$ cat src/rtl/att_pkg.sv
// Shared types and width defaults for the attention loop sequencer.
// The optional ATT_PERF_CNT_EN build adds performance counters in att_loop_seq.
package att_pkg;

   localparam int ATT_HNUM    = 4;
   localparam int ATT_VNUM    = 4;
   localparam int ATT_AW      = 10;
   localparam int ATT_SEQ_W   = 8;
   localparam int ATT_HEAD_W  = 4;
   localparam int ATT_MAX_OUT = 4;

   typedef enum logic [2:0] {
      ST_IDLE  = 3'd0,
      ST_ISSUE = 3'd1,
      ST_DRAIN = 3'd2,
      ST_WRITE = 3'd3,
      ST_DONE  = 3'd4
   } ATT_SEQ_STATE;

   // Field widths follow the package defaults; the top's width parameters must match them.
   typedef struct packed {
      logic [ATT_SEQ_W-1:0]  seq_len;
      logic [ATT_HEAD_W-1:0] head_num;
      logic [ATT_AW-1:0]     rd_base;
      logic [ATT_AW-1:0]     wr_base;
      logic                  mode;
   } CFG_ATT_SEQ;

   function automatic logic cfgValid(input logic [ATT_SEQ_W-1:0]  seqLen,
                                     input logic [ATT_HEAD_W-1:0] headNum);
      return (seqLen != '0) && (headNum != '0);
   endfunction

endpackage

$ cat src/rtl/att_loop_seq_if.sv
// Decoder/SRAM/GBUS-facing signal bundle of the attention loop sequencer.
// Perf counter outputs exist only when ATT_PERF_CNT_EN is defined.
interface att_loop_seq_if
   import att_pkg::*;
#(
   parameter int HNUM   = ATT_HNUM,
   parameter int VNUM   = ATT_VNUM,
   parameter int AW     = ATT_AW,
   parameter int SEQ_W  = ATT_SEQ_W,
   parameter int HEAD_W = ATT_HEAD_W
);
   logic                   start;
   logic                   abort;
   logic [SEQ_W-1:0]       cfg_seq_len;
   logic [HEAD_W-1:0]      cfg_head_num;
   logic [AW-1:0]          cfg_rd_base;
   logic [AW-1:0]          cfg_wr_base;
   logic                   cfg_mode;
   logic [HNUM*VNUM-1:0]   gbus_rvalid;
   logic [HNUM-1:0]        cons_ovalid;
   logic                   sram_ren;
   logic [AW-1:0]          sram_raddr;
   logic                   sram_wen;
   logic [AW-1:0]          sram_waddr;
   logic [HNUM-1:0]        hlink_wen;
   logic                   busy;
   logic                   done;
   logic                   cfg_err;
`ifdef ATT_PERF_CNT_EN
   logic [31:0]            perf_cycles;
   logic [31:0]            perf_stall;
`endif

   modport master (
      output start, abort, cfg_seq_len, cfg_head_num, cfg_rd_base, cfg_wr_base,
             cfg_mode, gbus_rvalid, cons_ovalid,
      input  sram_ren, sram_raddr, sram_wen, sram_waddr, hlink_wen, busy, done, cfg_err
`ifdef ATT_PERF_CNT_EN
      , input perf_cycles, perf_stall
`endif
   );

   modport slave (
      input  start, abort, cfg_seq_len, cfg_head_num, cfg_rd_base, cfg_wr_base,
             cfg_mode, gbus_rvalid, cons_ovalid,
      output sram_ren, sram_raddr, sram_wen, sram_waddr, hlink_wen, busy, done, cfg_err
`ifdef ATT_PERF_CNT_EN
      , output perf_cycles, perf_stall
`endif
   );

endinterface

$ cat src/rtl/att_out_tracker.sv
// Outstanding-read counter: issue increments, an accepted return decrements,
// clear wins over both. Returns arriving with nothing outstanding are dropped.
module att_out_tracker #(
   parameter int MAX_OUT = 4
) (
   input  logic clk,
   input  logic rstn,
   input  logic i_issue,
   input  logic i_return,
   input  logic i_clear,
   output logic o_full,
   output logic o_empty
);
   localparam int CW = $clog2(MAX_OUT + 1);

   logic [CW-1:0] r_count;
   logic          w_retOk;

   assign w_retOk = i_return && (r_count != '0);
   assign o_full  = (r_count == CW'(MAX_OUT));
   assign o_empty = (r_count == '0);

   always_ff @(posedge clk or negedge rstn) begin
      if (!rstn) begin
         r_count <= '0;
      end else if (i_clear) begin
         r_count <= '0;
      end else if (i_issue && !w_retOk && !o_full) begin
         r_count <= r_count + CW'(1);
      end else if (!i_issue && w_retOk) begin
         r_count <= r_count - CW'(1);
      end
   end

endmodule

$ cat src/rtl/att_loop_seq.sv
// Attention loop sequencer: walks heads x tokens, issues bounded reads, writes one word per head.
// Define ATT_PERF_CNT_EN to add the perf_cycles/perf_stall counters.
module att_loop_seq
   import att_pkg::*;
#(
   parameter int HNUM    = ATT_HNUM,
   parameter int VNUM    = ATT_VNUM,
   parameter int AW      = ATT_AW,
   parameter int SEQ_W   = ATT_SEQ_W,
   parameter int HEAD_W  = ATT_HEAD_W,
   parameter int MAX_OUT = ATT_MAX_OUT
) (
   input logic          clk,
   input logic          rstn,
   att_loop_seq_if.slave bus
);

   ATT_SEQ_STATE        r_state;
   CFG_ATT_SEQ          r_cfg;
   logic [SEQ_W-1:0]    r_issued;
   logic [HEAD_W-1:0]   r_head;
   logic [AW-1:0]       r_rdOfs;
   logic                r_ren;
   logic [AW-1:0]       r_raddr;
   logic                r_wen;
   logic [AW-1:0]       r_waddr;
   logic [HNUM-1:0]     r_hlink;
   logic                r_busy;
   logic                r_done;
   logic                r_cfgErr;

   logic [HNUM*VNUM-1:0] w_rvalid;
   logic [HNUM-1:0]      w_cons;
   logic                 w_rvAll;
   logic                 w_full;
   logic                 w_empty;
   logic                 w_retOk;
   logic                 w_abort;
   logic                 w_startOk;
   logic                 w_canIssue;

   assign w_rvalid   = bus.gbus_rvalid;
   assign w_cons     = bus.cons_ovalid;
   assign w_rvAll    = &w_rvalid;
   assign w_retOk    = w_rvAll && !w_empty;
   assign w_abort    = bus.abort && (r_state != ST_IDLE);
   assign w_startOk  = (r_state == ST_IDLE) && bus.start
                       && cfgValid(bus.cfg_seq_len, bus.cfg_head_num);
   assign w_canIssue = (r_state == ST_ISSUE) && !w_full && !w_abort
                       && (r_issued != r_cfg.seq_len);

   att_out_tracker #(.MAX_OUT(MAX_OUT)) u_tracker (
      .clk      (clk),
      .rstn     (rstn),
      .i_issue  (w_canIssue),
      .i_return (w_rvAll),
      .i_clear  (w_abort),
      .o_full   (w_full),
      .o_empty  (w_empty)
   );

   // Read address is base plus a running offset so the pointer carries across heads.
   always_ff @(posedge clk or negedge rstn) begin
      if (!rstn) begin
         r_state  <= ST_IDLE;
         r_cfg    <= '0;
         r_issued <= '0;
         r_head   <= '0;
         r_rdOfs  <= '0;
         r_ren    <= 1'b0;
         r_raddr  <= '0;
         r_wen    <= 1'b0;
         r_waddr  <= '0;
         r_hlink  <= '0;
         r_busy   <= 1'b0;
         r_done   <= 1'b0;
         r_cfgErr <= 1'b0;
      end else begin
         r_ren   <= 1'b0;
         r_wen   <= 1'b0;
         r_done  <= 1'b0;
         r_hlink <= (w_retOk && r_cfg.mode) ? '1 : '0;
         if (w_abort) begin
            r_state  <= ST_IDLE;
            r_busy   <= 1'b0;
            r_issued <= '0;
            r_head   <= '0;
            r_rdOfs  <= '0;
            r_hlink  <= '0;
         end else begin
            case (r_state)
               ST_IDLE: begin
                  if (w_startOk) begin
                     r_cfg    <= '{seq_len:  bus.cfg_seq_len,
                                   head_num: bus.cfg_head_num,
                                   rd_base:  bus.cfg_rd_base,
                                   wr_base:  bus.cfg_wr_base,
                                   mode:     bus.cfg_mode};
                     r_cfgErr <= 1'b0;
                     r_state  <= ST_ISSUE;
                     r_busy   <= 1'b1;
                     r_issued <= '0;
                     r_head   <= '0;
                     r_rdOfs  <= '0;
                  end else if (bus.start) begin
                     r_cfgErr <= 1'b1;
                  end
               end
               ST_ISSUE: begin
                  if (w_canIssue) begin
                     r_ren    <= 1'b1;
                     r_raddr  <= r_cfg.rd_base + r_rdOfs;
                     r_rdOfs  <= r_rdOfs + AW'(1);
                     r_issued <= r_issued + SEQ_W'(1);
                     if ((r_issued + SEQ_W'(1)) == r_cfg.seq_len) begin
                        r_state <= ST_DRAIN;
                     end
                  end
               end
               ST_DRAIN: begin
                  if (w_empty && (&w_cons)) begin
                     r_state <= ST_WRITE;
                     r_wen   <= 1'b1;
                     r_waddr <= r_cfg.wr_base + AW'(r_head);
                  end
               end
               ST_WRITE: begin
                  r_head <= r_head + HEAD_W'(1);
                  if ((r_head + HEAD_W'(1)) == r_cfg.head_num) begin
                     r_state <= ST_DONE;
                     r_done  <= 1'b1;
                  end else begin
                     r_state  <= ST_ISSUE;
                     r_issued <= '0;
                  end
               end
               ST_DONE: begin
                  r_state <= ST_IDLE;
                  r_busy  <= 1'b0;
               end
               default: begin
                  r_state <= ST_IDLE;
                  r_busy  <= 1'b0;
               end
            endcase
         end
      end
   end

   assign bus.sram_ren   = r_ren;
   assign bus.sram_raddr = r_raddr;
   assign bus.sram_wen   = r_wen;
   assign bus.sram_waddr = r_waddr;
   assign bus.hlink_wen  = r_hlink;
   assign bus.busy       = r_busy;
   assign bus.done       = r_done;
   assign bus.cfg_err    = r_cfgErr;

`ifdef ATT_PERF_CNT_EN
   logic [31:0] r_perfCycles;
   logic [31:0] r_perfStall;

   // Counters restart on an accepted start and simply stop moving once back in IDLE.
   always_ff @(posedge clk or negedge rstn) begin
      if (!rstn) begin
         r_perfCycles <= '0;
         r_perfStall  <= '0;
      end else if (w_startOk) begin
         r_perfCycles <= '0;
         r_perfStall  <= '0;
      end else begin
         if ((r_state != ST_IDLE) && (r_perfCycles != '1)) begin
            r_perfCycles <= r_perfCycles + 32'd1;
         end
         if ((r_state == ST_ISSUE) && w_full && (r_perfStall != '1)) begin
            r_perfStall <= r_perfStall + 32'd1;
         end
      end
   end

   assign bus.perf_cycles = r_perfCycles;
   assign bus.perf_stall  = r_perfStall;
`endif

endmodule

$ cat src/flat_wrapper.sv
// flat-port wrapper written by rule: the top's interface ports become plain ports
module att_loop_seq_flat import att_pkg::*;
#(
   parameter int HNUM    = ATT_HNUM,
   parameter int VNUM    = ATT_VNUM,
   parameter int AW      = ATT_AW,
   parameter int SEQ_W   = ATT_SEQ_W,
   parameter int HEAD_W  = ATT_HEAD_W,
   parameter int MAX_OUT = ATT_MAX_OUT
)
  (clk, rstn, bus_start, bus_abort, bus_cfg_seq_len, bus_cfg_head_num, bus_cfg_rd_base, bus_cfg_wr_base, bus_cfg_mode, bus_gbus_rvalid, bus_cons_ovalid, bus_sram_ren, bus_sram_raddr, bus_sram_wen, bus_sram_waddr, bus_hlink_wen, bus_busy, bus_done, bus_cfg_err);
  att_loop_seq_if #(.HNUM(HNUM), .VNUM(VNUM), .AW(AW), .SEQ_W(SEQ_W), .HEAD_W(HEAD_W)) bus_i ();
  input logic clk;
  input logic rstn;
  input wire logic [$bits(bus_i.start)-1:0] bus_start;
  input wire logic [$bits(bus_i.abort)-1:0] bus_abort;
  input wire logic [$bits(bus_i.cfg_seq_len)-1:0] bus_cfg_seq_len;
  input wire logic [$bits(bus_i.cfg_head_num)-1:0] bus_cfg_head_num;
  input wire logic [$bits(bus_i.cfg_rd_base)-1:0] bus_cfg_rd_base;
  input wire logic [$bits(bus_i.cfg_wr_base)-1:0] bus_cfg_wr_base;
  input wire logic [$bits(bus_i.cfg_mode)-1:0] bus_cfg_mode;
  input wire logic [$bits(bus_i.gbus_rvalid)-1:0] bus_gbus_rvalid;
  input wire logic [$bits(bus_i.cons_ovalid)-1:0] bus_cons_ovalid;
  output wire logic [$bits(bus_i.sram_ren)-1:0] bus_sram_ren;
  output wire logic [$bits(bus_i.sram_raddr)-1:0] bus_sram_raddr;
  output wire logic [$bits(bus_i.sram_wen)-1:0] bus_sram_wen;
  output wire logic [$bits(bus_i.sram_waddr)-1:0] bus_sram_waddr;
  output wire logic [$bits(bus_i.hlink_wen)-1:0] bus_hlink_wen;
  output wire logic [$bits(bus_i.busy)-1:0] bus_busy;
  output wire logic [$bits(bus_i.done)-1:0] bus_done;
  output wire logic [$bits(bus_i.cfg_err)-1:0] bus_cfg_err;
  assign bus_i.start = bus_start;
  assign bus_i.abort = bus_abort;
  assign bus_i.cfg_seq_len = bus_cfg_seq_len;
  assign bus_i.cfg_head_num = bus_cfg_head_num;
  assign bus_i.cfg_rd_base = bus_cfg_rd_base;
  assign bus_i.cfg_wr_base = bus_cfg_wr_base;
  assign bus_i.cfg_mode = bus_cfg_mode;
  assign bus_i.gbus_rvalid = bus_gbus_rvalid;
  assign bus_i.cons_ovalid = bus_cons_ovalid;
  assign bus_sram_ren = bus_i.sram_ren;
  assign bus_sram_raddr = bus_i.sram_raddr;
  assign bus_sram_wen = bus_i.sram_wen;
  assign bus_sram_waddr = bus_i.sram_waddr;
  assign bus_hlink_wen = bus_i.hlink_wen;
  assign bus_busy = bus_i.busy;
  assign bus_done = bus_i.done;
  assign bus_cfg_err = bus_i.cfg_err;
  att_loop_seq #(.HNUM(HNUM), .VNUM(VNUM), .AW(AW), .SEQ_W(SEQ_W), .HEAD_W(HEAD_W), .MAX_OUT(MAX_OUT)) u_core (.clk(clk), .rstn(rstn), .bus(bus_i));
endmodule
$ cat config.mk
export PLATFORM = sky130hd
export DESIGN_NAME = att_loop_seq_flat
export DESIGN_NICKNAME = d
export VERILOG_FILES = /design/src/rtl/att_pkg.sv /design/src/rtl/att_loop_seq_if.sv /design/src/rtl/att_out_tracker.sv /design/src/rtl/att_loop_seq.sv /design/src/flat_wrapper.sv
export SDC_FILE = /design/constraint.sdc
export NUM_CORES = 1
export LEC_CHECK = 0
export CAP_MARGIN = 25
export CORE_MARGIN = 2
export CORE_UTILIZATION = 45
export DETAILED_ROUTE_END_ITERATION = 8
export DONT_BUFFER_PORTS = 1
export GPL_ROUTABILITY_DRIVEN = 0
export PLACE_DENSITY = 0.7
export SYNTH_ARGS = -nofsm -noshare
export SYNTH_HDL_FRONTEND = slang
export SYNTH_SLANG_ARGS = --single-unit
$ cat constraint.sdc
create_clock -name clk -period 2.5 [get_ports clk]
set_input_delay 0.5 -clock clk [delete_from_list [all_inputs] [get_ports clk]]
set_output_delay 0.5 -clock clk [all_outputs]
set_load 0.005 [all_outputs]
# [After elaboration in Yosys (flattened, before gate mapping)]
# Index checks and enable logic that the tools add are counted.
[classes] addsub=7 n_mul=0 n_div=0 order_cmp=0 n_eq_ne=13 shifts=0 n_mux=38 bitwise_logic=1 reduce_logical=42
[op_table] operator="$mux 8" count=4
[op_table] operator="$mux 10" count=3
[op_table] operator="$mux 3" count=9
[op_table] operator="$pmux 8 s3" count=1
[op_table] operator="$pmux 10 s2" count=1
[op_table] operator="$mux 4" count=4
[op_table] operator="$reduce_and 16->1" count=1
[op_table] operator="$reduce_and 3->1" count=5
[op_table] operator="$reduce_bool 3->1" count=5
[op_table] operator="$logic_and 1x1->1" count=14
[op_table] operator="$mux 1" count=13
[op_table] operator="$pmux 3 s4" count=1
[op_table] operator="$reduce_and 4->1" count=3
[op_table] operator="$add 10x1->10 const B" count=1
[op_table] operator="$add 10x10->10" count=1
[op_table] operator="$add 10x4->10" count=1
[op_table] operator="$ne 3x2->1 const B" count=3
[op_table] operator="$add 8x1->8 const B" count=1
[op_table] operator="$eq 8x8->1" count=1
[op_table] operator="$ne 8x8->1" count=1
[op_table] operator="$pmux 4 s2" count=1
[op_table] operator="$reduce_bool 4->1" count=2
[op_table] operator="$reduce_bool 8->1" count=1
[op_table] operator="$eq 3x2->1 const B" count=2
[op_table] operator="other kinds (15)" count=22
[totals] ff_bits=90 latchBits=0 ram_bits=0 romBits=0 input_bits=57 elab_cells=119 memories=0

# [Logic depth before layout (Yosys ltp)]
# Gate-level depths: netlist (run 1).
[logic_depth] depth_word=10 mapped_depth=11

# [Cells and area by module]
# Synthesis (run 1) repeated with hierarchy kept, for this count alone.
[hier_totals] hier_cells=472 hier_area_um2=4837.1
[modules_own_cells] mod="att_loop_seq" instances=1 cells_each=442 area_per_inst_um2=4576.9 seq_area_each_um2=2102.0
[modules_own_cells] mod="att_out_tracker" instances=1 cells_each=30 area_per_inst_um2=260.2 seq_area_each_um2=75.1

# [Worst setup path before layout (run 1)]
# Ideal clock, no wire load.
[synth_timing] kind="flip-flop to flip-flop" start="register u_core.r_issued[0]" end="register u_core.u_tracker.r_count[2]" setup_ns=0.127 arrival_time_ns=2.501 required_time_ns=2.373 path_slack_ns=-0.128 path_stages_with_launch=10 path_buffers=1 cell_sequence="dfrtp_1 > xor2_1 > or4_1 > o21ai_4 > buf_2 > nor2_1 > fa_1 > nor3_1 > a31oi_1 > mux2i_1"
[synth_via] elab_chain_len=6
[synth_rtl] element="from (decl)" line_no="att_loop_seq.sv:20" text="logic [SEQ_W-1:0] r_issued;"
[synth_rtl] element="from (signal assigned)" line_no="att_loop_seq.sv:114" text="r_issued <= r_issued + SEQ_W'(1);"
[synth_rtl] element="$ne 8x8->1 (*)" line_no="att_loop_seq.sv:50" text="&& (r_issued != r_cfg.seq_len);"
[synth_rtl] element="$logic_and 1x1->1 (*)" line_no="att_loop_seq.sv:50"
[synth_rtl] element="$logic_and 1x1->1 (2 in series)" line_no="att_out_tracker.sv:28" text="end else if (i_issue && !w_retOk && !o_full) begin"
[synth_rtl] element="$mux 3" line_no="att_out_tracker.sv:28"
[synth_rtl] element="$mux 3" line_no="att_out_tracker.sv:26" text="end else if (i_clear) begin"
[synth_rtl] element="to (signal assigned)" line_no="att_out_tracker.sv:29" text="r_count <= r_count + CW'(1);"
[synth_rtl] element="to (signal assigned)" line_no="att_out_tracker.sv:31" text="r_count <= r_count - CW'(1);"
[synth_rtl] element="to (decl)" line_no="att_out_tracker.sv:16" text="logic [CW-1:0] r_count;"
# Every way passes the cells marked *; elsewhere a longest branch is shown, timed or not.
# A chain may end at the register's enable or synchronous reset.

# [Worst setup path in the final report (run 1)]
[layout_timing] start="register u_core.r_rdOfs[0]" end="register u_core.r_raddr[8], in the netlist u_core.bus.sram_raddr[8]"
[layout_via] elab_chain_len=1
[layout_rtl] element="from (decl)" line_no="att_loop_seq.sv:22" text="logic [AW-1:0] r_rdOfs;"
[layout_rtl] element="from (signal assigned)" line_no="att_loop_seq.sv:113" text="r_rdOfs <= r_rdOfs + AW'(1);"
[layout_rtl] element="$add 10x10->10" line_no="att_loop_seq.sv:112" text="r_raddr <= r_cfg.rd_base + r_rdOfs;"
[layout_rtl] element="to (signal assigned)" line_no="att_loop_seq.sv:112"
[layout_rtl] element="to (decl)" line_no="att_loop_seq.sv:24" text="logic [AW-1:0] r_raddr;"
# No other way between the ends.

==> impl_metrics.json, run 1 <==
{
  "outcome": "complete, but fails checks",
  "failed_checks": "negative hold slack",
  "cts_setup_buffers": 0,
  "fillers": 903,
  "num_rows": 36,
  "postRouteAntennaNets": 0,
  "r2r_slack_ps": 190,
  "r2r_end": "u_core.bus.sram_raddr[8]",
  "drtIter0Drc": 204,
  "clk_pin_slew_ps": 100,
  "cts_tree": "built",
  "grt_use_met3_pct": 4.803,
  "timing.hold.ws_ps": -174.5,
  "post_synth_xor_area_fraction_pct": 6.632,
  "syn_area_um2": 4603,
  "cp-end-kind": "flip-flop",
  "start_util_pct": 46.66,
  "drv_slew": 0,
  "htree_levels": 3,
  "synth_area_leaders": "dfrtp_1, mux2_2, nand2_1",
  "insertion_delay_ps": 360,
  "peakVddDrop_uv": 510.6,
  "vias": 3301,
  "fmax_ghz": 0.4323,
  "hpwl_um": 6776,
  "clk_root_buffer_cell": "clkbuf_8",
  "synth_top_family_by_area": "simple AND/OR/NAND/NOR gates",
  "final_area_um2": 5000,
  "met1_usage_pct": 22.56,
  "grt_use_total_pct": 17.55,
  "synth_compound_area_share_pct": 14.41,
  "detail_route.wirelength_um": 9352,
  "crit_type": "flip-flop to flip-flop",
  "use_met2_pct": 28.85,
  "p_leak_nw": 2.217,
  "antennaDiodeCount": 0,
  "rr_worst_depth": 8,
  "synth.avg_cell_area_um2": 10.18,
  "critical_path.top_delay_family": "compound AO/OA/AOI/OAI gates",
  "synth-simple-area-share_pct": 14.84,
  "cts_sinks": 87,
  "syn-instance-count": 452,
  "fin_crit_sh_pct": 92.54,
  "powerDensity_nw_per_um2": 1080,
  "yosysTopAreaCell": "dfrtp_1",
  "min_period_ps": 2313,
  "clockBufferDepth": 2,
  "ys_ff_latch": 87,
  "setup_slack_ps": 186.6,
  "instances_no_fill": 592,
  "grt.busiest_layer": "met2",
  "ys.flop_type": "dfrtp_1",
  "synth_top_area_share_pct": 47.30,
  "rsz0062_at_grt": "no",
  "die_h_um": 105.1,
  "setup-tns-final_ps": 0,
  "nNetsFinal": 530,
  "path_buf_inv": 0,
  "crit_arrival_ps": 2560,
  "dieArea_um2": 11050,
  "muxShareOfSynthArea_pct": 7.801,
  "worstHoldPathType": "input pin to async pin",
  "setup_viol": 0,
  "cpMostUsedCell": "a21oi_1",
  "r2r-start": "u_core.r_rdOfs[0]",
  "wl_per_cell_um": 15.80,
  "worst_pin_slew_ps": 669.7,
  "synth_fa_ha_area_share_pct": 5.654,
  "synth_warnings": 0,
  "cp-start-kind": "flip-flop",
  "regArea_um2": 2180,
  "ys_types": 54,
  "core_um2": 9864,
  "maxCapViolCount": 0,
  "synth_edf_count": 0,
  "yosysSeqAreaShare_pct": 47.30,
  "syn_nets": 528,
  "async_reset_ff_share_pct": 100.0,
  "cp.depth": 8,
  "viasPerCell": 5.576,
  "drive_gt1_share_pct": 16.34,
  "multi_input_area_um2": 2300,
  "dp.cells": 576,
  "firstDrtPassIters": 4,
  "ios": 86,
  "cp_slowest_cell": "dfrtp_1",
  "syn2layout_area_growth_pct": 8.617,
  "finClkSkew_ps": 15.73,
  "path_max_fanout": 5,
  "port_buffers": 0,
  "route.detailed.drc": 0,
  "finalHoldViolCount": 87,
  "grt_antenna_before_repair": 0,
  "grt_max_degree": 88,
  "grt_pass1_wl_um": 15640,
  "grt_remaining_overflow": 0,
  "grt_pass1_vias": 3288,
  "path_cells": "ha_1 > fa_1 > a21oi_1 > nor2b_1 > o31ai_2 > a21oi_1 > or3_1 > a31o_1",
  "critPathRequiredTime_ps": 2740,
  "die_x_um": 105.1,
  "cts-buffers-inserted": 9,
  "place_worst_setup_slack_ps": 135.0,
  "dpl_cell_area_um2": 4763,
  "crit_path_max_incr_delay_ps": 430,
  "relSlewSlack_pct": 55.05
}
layer usage:
layer	up-vias	part of all wire [%]
met1	1581	44
met2	94	48
met5	-	0
met4	0	2.0
met3	17	6.1
li1	1609	-
synthesized netlist by cell type, types with 4 or more instances:
| master | instances |
|---|---|
| a31oi_1 | 4 |
| nor3_1 | 6 |
| a211oi_1 | 5 |
| o21ai_0 | 40 |
| buf_2 | 10 |
| nor2b_1 | 4 |
| mux2_2 | 31 |
| nor2_1 | 22 |
| dfrtp_1 | 87 |
| nand3_1 | 13 |
| ha_1 | 16 |
| xnor2_1 | 12 |
| nand2_1 | 54 |
| o31ai_1 | 9 |
| nand2b_1 | 4 |
| nand4_1 | 7 |
| o21ai_1 | 12 |
| a21oi_1 | 19 |
| inv_1 | 13 |
| and3_1 | 11 |
| clkbuf_1 | 4 |
| xor2_1 | 21 |
worst max path at each step:
stage	startpoint	to	slack [ps]
after floorplan	u_core.r_issued[0]	u_core.u_tracker.r_count[2]	-1
after global placement	u_core.r_rdOfs[0]	u_core.bus.sram_raddr[8]	210
after detailed placement	u_core.r_issued[0]	u_core.r_state[0]	140
after CTS	u_core.r_issued[1]	u_core.r_state[0]	110
after global routing	u_core.r_issued[1]	u_core.r_state[0]	3
final	u_core.r_rdOfs[0]	u_core.bus.sram_raddr[8]	190
layout make-up:
type / instances / area share (%)
multi-input cells: 332 / 46.00
flip-flops and latches: 87 / 43.59
well taps: 133 / 3.328
clock buffers: 9 / 2.477
clock inverters: 7 / 2.052
repair buffers: 10 / 1.502
inverters: 14 / 1.051
logic make-up (layout without fill, tap and decap cells):
logic type,Yosys count,in the layout
buffers and inverters,33,40
XOR/XNOR,34,34
AND/OR/NAND/NOR,139,139
flip-flops,87,87
AO/OA/AOI/OAI,108,108
multiplexers,32,32
adder cells (fa/ha/maj),19,19
flip-flops by register name (all words and copies together), names as in the netlist, 3 cells and up:
signal                    count
u_core.u_tracker.r_count      3
u_core.r_cfg                 33
u_core.r_rdOfs               10
u_core.r_state                3
u_core.r_head                 4
u_core.r_issued               8
u_core.bus.sram_waddr        10
u_core.bus.sram_raddr        10
per-stage QoR:
step | power (mW) | util, %
finish | 5.400 | 50.68
floorplan | 3.864 | -
global placement | 4.230 | 48.29
global route | 5.827 | 50.68
detailed placement | 4.322 | 48.29
CTS | 5.460 | 50.58
where the power goes:
| group | switching [mW] | total [mW] | leakage, nW | internal [mW] |
|---|---|---|---|---|
| combinational | 1.03 | 1.97 | 0.994 | 0.941 |
| clock | 0.533 | 1.11 | 0.111 | 0.575 |
| sequential | 0.428 | 2.32 | 1.11 | 1.89 |
| total | 1.99 | 5.40 | 2.22 | 3.41 |
timing repair:
item,in CTS,in global routing
setup endpoints to repair,0,3
gates resized for setup,0,4
hold endpoints to repair,87,87
layout by cell type (no fill, tap or decap), types with 10 or more instances in the layout:
| cell type | synthesis | final |
|---|---|---|
| dfrtp_1 | 87 | 85 |
| nand2_1 | 54 | 54 |
| ha_1 | 16 | 15 |
| and3_1 | 11 | 11 |
| o21ai_0 | 40 | 40 |
| nor2_1 | 22 | 21 |
| mux2_2 | 31 | 31 |
| xnor2_1 | 12 | 12 |
| o21ai_1 | 12 | 12 |
| inv_1 | 13 | 13 |
| a21oi_1 | 19 | 19 |
| xor2_1 | 21 | 21 |
| nand3_1 | 13 | 13 |
| buf_4 | 3 | 10 |
No activity file was read; power rests on OpenSTA's default activity.
==> run 2, diff against run 1 <==
- CELL_PAD_IN_SITES_DETAIL_PLACEMENT: not set -> 1
- CELL_PAD_IN_SITES_GLOBAL_PLACEMENT: not set -> 2
- CORE_UTILIZATION: 45 -> 30
- PLACE_DENSITY: 0.7 -> 0.73
==> run 2 against run 1 <==
The run still ends with negative hold slack left; clock skew is 10 ps lower; total power is 7.8% higher; sequential cell count stayed put; via count is 1.8% higher; sequential share of layout area is 1.6 points lower; sequential power hardly changed; critical endpoint is now u_core.u_tracker.r_count[2].
==> impl_metrics.json, run 2 (synthesis results as in run 1) <==
{
  "dp.cells": 634,
  "fin_crit_sh_pct": 92.04,
  "r2r-start": "u_core.r_issued[0]",
  "start_util_pct": 30.51,
  "cp-start-kind": "flip-flop",
  "port_buffers": 0,
  "ios": 86,
  "setup_viol": 0,
  "worst_pin_slew_ps": 566.9,
  "die_h_um": 127.9,
  "drive_gt1_share_pct": 16.88,
  "firstDrtPassIters": 4,
  "insertion_delay_ps": 350,
  "regArea_um2": 2180,
  "rr_worst_depth": 8,
  "cts_sinks": 87,
  "cts_tree": "built",
  "htree_levels": 3,
  "grt_use_total_pct": 14.71,
  "r2r_end": "u_core.u_tracker.r_count[2]",
  "place_worst_setup_slack_ps": 111.6,
  "path_cells": "xor2_1 > or4_4 > o21ai_4 > nor2_2 > fa_2 > nor3_1 > a31oi_1 > mux2i_1",
  "cp-end-kind": "flip-flop",
  "clk_pin_slew_ps": 60,
  "multi_input_area_um2": 2302,
  "layout_common_cells": "dfrtp_1, nand2_1, o21ai_0",
  "fillers": 1687,
  "hpwl_um": 8169,
  "rsz0062_at_grt": "no",
  "postRouteAntennaNets": 0,
  "clockBufferDepth": 2,
  "timing.hold.ws_ps": -151.9,
  "p_leak_nw": 2.276,
  "drv_slew": 0,
  "viasPerCell": 5.172,
  "outcome": "complete, but fails checks",
  "grt_max_degree": 88,
  "r2r_slack_ps": 200,
  "setup-tns-final_ps": 0,
  "path_max_fanout": 7,
  "dieArea_um2": 16350,
  "crit_type": "flip-flop to flip-flop",
  "num_rows": 45,
  "core_um2": 15090,
  "syn2layout_area_growth_pct": 12.75,
  "grt_antenna_before_repair": 0,
  "maxCapViolCount": 0,
  "setup_slack_ps": 199.1,
  "wl_per_cell_um": 17.28,
  "cts_setup_buffers": 0,
  "clk_root_buffer_cell": "clkbuf_16",
  "nNetsFinal": 533,
  "detail_route.wirelength_um": 11230,
  "drtIter0Drc": 170,
  "cts-buffers-inserted": 9,
  "finalHoldViolCount": 87,
  "critPathRequiredTime_ps": 2730,
  "grt_pass1_wl_um": 18900,
  "powerDensity_nw_per_um2": 1122,
  "fmax_ghz": 0.4346,
  "finClkSkew_ps": 5.504,
  "cp_slowest_cell": "or4_4",
  "power_mw": 5.821,
  "top_register": "u_core.r_cfg",
  "layout_commonest_cell": "dfrtp_1",
  "peakVddDrop_uv": 384.3,
  "worstHoldPathType": "input pin to async pin",
  "min_period_ps": 2301,
  "grt_pass1_vias": 3673,
  "vias": 3362,
  "die_x_um": 127.9,
  "path_buf_inv": 0,
  "failed_checks": "negative hold slack",
  "critical_path.top_delay_family": "simple AND/OR/NAND/NOR gates",
  "relSlewSlack_pct": 61.61,
  "instances_no_fill": 650,
  "grt_remaining_overflow": 0,
  "route.detailed.drc": 0,
  "crit_arrival_ps": 2530,
  "antennaDiodeCount": 0,
  "largest_reg_flops": 33,
  "crit_path_max_incr_delay_ps": 560
}
## run 2: cell types whose count changed in the layout (fill, tap and decap cells not counted), moves of 2 or more
cell / previous run / this run
clkbuf_8: 9 / 3
clkbuf_16: 0 / 9
inv_6: 3 / 0
buf_4: 10 / 12
clkinv_2: 0 / 2
## run 2: worst max-delay path by stage
stage | from | end | slack, ps | depth (start not counted)
floorplan | u_core.r_issued[0] | u_core.u_tracker.r_count[2] | -1 | 9
global placement | u_core.r_rdOfs[0] | u_core.bus.sram_raddr[8] | 210 | 8
detailed placement | u_core.r_rdOfs[0] | u_core.bus.sram_raddr[8] | 110 | 8
CTS | u_core.r_rdOfs[0] | u_core.bus.sram_raddr[8] | 110 | 8
global route | u_core.r_issued[4] | u_core.u_tracker.r_count[2] | 20 | 8
finish | u_core.r_issued[0] | u_core.u_tracker.r_count[2] | 200 | 8
## run 2: metrics by stage
step,utilization (%),instance area [um^2]
finish,34.39,5190
global route,34.39,5190
CTS,34.31,5177
detailed placement,32.26,4867
global placement,32.26,4867
floorplan,-,4622
## run 2: worst reg2reg max path, delay by kind of cell, from the launching register on
kind                       cells  cell delay (ps)
AOI/OAI and AO/OA              2              250
xor gates and xnor gates       1              190
adders and majority gates      1              350
DFF                            1              450
muxes                          1              140
and+or+nand+nor                3              810
## run 2: routing by layer
| layer | wire [um] | part of all wire, % | track usage, % |
|---|---|---|---|
| met3 | 512 | 4.6 | 3.548 |
| met5 | 0 | 0 | 0 |
| met1 | 5100 | 45 | 18.47 |
| met2 | 5340 | 48 | 24.03 |
| met4 | 275 | 2.4 | 6.658 |
## run 2: power by group
part           total (mW)  internal [mW]  switching [mW]
registers            2.34           1.89           0.443
logic                2.08          0.990            1.09
clock network        1.40          0.853           0.547
## run 2: area by class of cell
cell class	count	share of cell area, %
Clock buffer	13	5.207
Clock inverter	3	0.7715
Inverter	14	1.013
Multi-Input combinational cell	332	44.36
Sequential cell	87	42.00
Tap cell	188	4.532
Timing Repair Buffer	13	2.122
## run 2: timing repair
action                                 4_1_cts  5_1_grt
setup endpoints to repair                    0        3
resized for setup                            0        5
endpoints found under the hold margin       87       87
==> run 3, diff against run 2 <==
- CORE_ASPECT_RATIO: not set -> 0.7
==> run 3 against run 2 <==
The run still ends with negative hold slack left; global-route usage is 0.64 points higher; via count is 0.57% higher; total power is 2.4% higher; non-clock buffer count is 1 lower; sequential power hardly changed; die area hardly changed; final cell count is 0.92% higher; clock power is 5% higher; register-to-register slack worse by 60 ps; critical path depth stayed put.
==> impl_metrics.json, run 3 (synthesis results as in run 1) <==
{
  "num_rows": 37,
  "rr_worst_depth": 8,
  "syn2layout_area_growth_pct": 13.29,
  "vias": 3381,
  "dpl_cell_area_um2": 4868,
  "nNetsFinal": 532,
  "fmax_ghz": 0.4231,
  "start_util_pct": 30.98,
  "critical_path.top_delay_family": "simple AND/OR/NAND/NOR gates",
  "path_max_fanout": 6,
  "path_buf_inv": 0,
  "instances_no_fill": 656,
  "critPathRequiredTime_ps": 2730,
  "drive_gt1_share_pct": 17.14,
  "maxCapViolCount": 0,
  "timing.hold.ws_ps": -155.1,
  "setup-tns-final_ps": 0,
  "grt_pass1_vias": 3643,
  "powerDensity_nw_per_um2": 1143,
  "path_cells": "xor2_1 > or4_4 > o21ai_4 > nor2_2 > fa_2 > nor3_2 > a31oi_1 > mux2i_1",
  "cp_slowest_cell": "or4_4",
  "detail_route.wirelength_um": 11830,
  "failed_checks": "negative hold slack",
  "power_mw": 5.961,
  "viasPerCell": 5.154,
  "fillers": 1628,
  "firstDrtPassIters": 4,
  "grt_max_degree": 88,
  "final_area_um2": 5215,
  "clockBufferDepth": 2,
  "drtIter0Drc": 162,
  "cp-end-kind": "flip-flop",
  "cts-buffers-inserted": 9,
  "fin_util_pct": 35.09,
  "drv_slew": 0,
  "cp-start-kind": "flip-flop",
  "rsz0062_at_grt": "no",
  "crit_arrival_ps": 2590,
  "multi_input_area_um2": 2310,
  "htree_levels": 3,
  "dieArea_um2": 16370,
  "r2r_end": "u_core.u_tracker.r_count[2]",
  "wl_per_cell_um": 18.03,
  "route.detailed.drc": 0,
  "cts_sinks": 87,
  "cts_tree": "built",
  "crit_type": "flip-flop to flip-flop",
  "clk_root_buffer_cell": "clkbuf_16",
  "postRouteAntennaNets": 0,
  "grt_use_total_pct": 15.35,
  "core_um2": 14860,
  "r2r_slack_ps": 140,
  "place_worst_setup_slack_ps": 46.03,
  "setup_slack_ps": 136.2,
  "fin_crit_sh_pct": 94.55,
  "finalHoldViolCount": 87,
  "clk_pin_slew_ps": 60,
  "regArea_um2": 2180,
  "dp.cells": 640,
  "largest_reg_flops": 33,
  "finClkSkew_ps": 7.043,
  "die_x_um": 152.1,
  "outcome": "complete, but fails checks",
  "worst_pin_slew_ps": 689.6,
  "antennaDiodeCount": 0,
  "worstHoldPathType": "input pin to async pin",
  "grt_pass1_wl_um": 19620,
  "p_leak_nw": 2.283,
  "crit_path_max_incr_delay_ps": 560,
  "die_h_um": 107.6,
  "ios": 86,
  "layout_commonest_cell": "dfrtp_1",
  "r2r-start": "u_core.r_issued[4]",
  "layout_common_cells": "dfrtp_1, nand2_1, o21ai_0",
  "top_register": "u_core.r_cfg",
  "relSlewSlack_pct": 53.67,
  "insertion_delay_ps": 350,
  "min_period_ps": 2364,
  "setup_viol": 0,
  "peakVddDrop_uv": 316.1,
  "hpwl_um": 8596,
  "port_buffers": 0,
  "grt_antenna_before_repair": 0,
  "grt_remaining_overflow": 0
}
run 3: cell types whose count changed in the layout (fill, tap and decap cells not counted), sizes merged:
cell / before / now
clkinv: 2 / 4
clkbuf: 13 / 10
buf: 13 / 12
bufinv: 1 / 2
run 3: power by group:
group | switching (mW) | leakage [nW] | internal, mW
clock | 0.575 | 0.162 | 0.899
sequential | 0.439 | 1.11 | 1.89
combinational | 1.14 | 1.01 | 1.01
run 3: how the worst max path moves through the flow:
stage	start	end	slack [ps]	cells after the start
after floorplan	u_core.r_issued[0]	u_core.u_tracker.r_count[2]	-1	9
after global placement	u_core.r_issued[1]	u_core.r_state[0]	120	6
after detailed placement	u_core.r_issued[1]	u_core.r_state[0]	50	7
after CTS	u_core.r_issued[0]	u_core.r_state[0]	40	7
after global routing	u_core.r_rdOfs[0]	u_core.bus.sram_raddr[8]	7	8
final	u_core.r_issued[4]	u_core.u_tracker.r_count[2]	140	8
run 3: layout make-up:
class,count,area share (%)
tap,195,4.679
inverter,14,1.008
timing repair buffer,12,2.039
clock inverter,6,1.607
clock buffer,10,4.583
sequential,87,41.79
multi-input combinational,332,44.29
run 3: routing by layer:
metal | global-route usage, % | part of all wire, % | vias to the layer above
met5 | 0 | 0 | -
met4 | 3.872 | 1.0 | 0
met3 | 5.435 | 6.4 | 8
met2 | 23.07 | 42 | 75
met1 | 21.10 | 50 | 1684
li1 | - | - | 1614
run 3: worst register-to-register path, stage by stage (launching register included):
cell,delay (ps)
dfrtp_1,440
xor2_1,230
or4_4,560
o21ai_4,190
nor2_2,60
fa_2,350
nor3_2,190
a31oi_1,80
mux2i_1,140
run 3: repair_timing:
action                                 CTS  global route
endpoints found under the hold margin   87            87
setup endpoints to repair                0             4
gates resized for setup                  0             7
setup buffers                            0             0
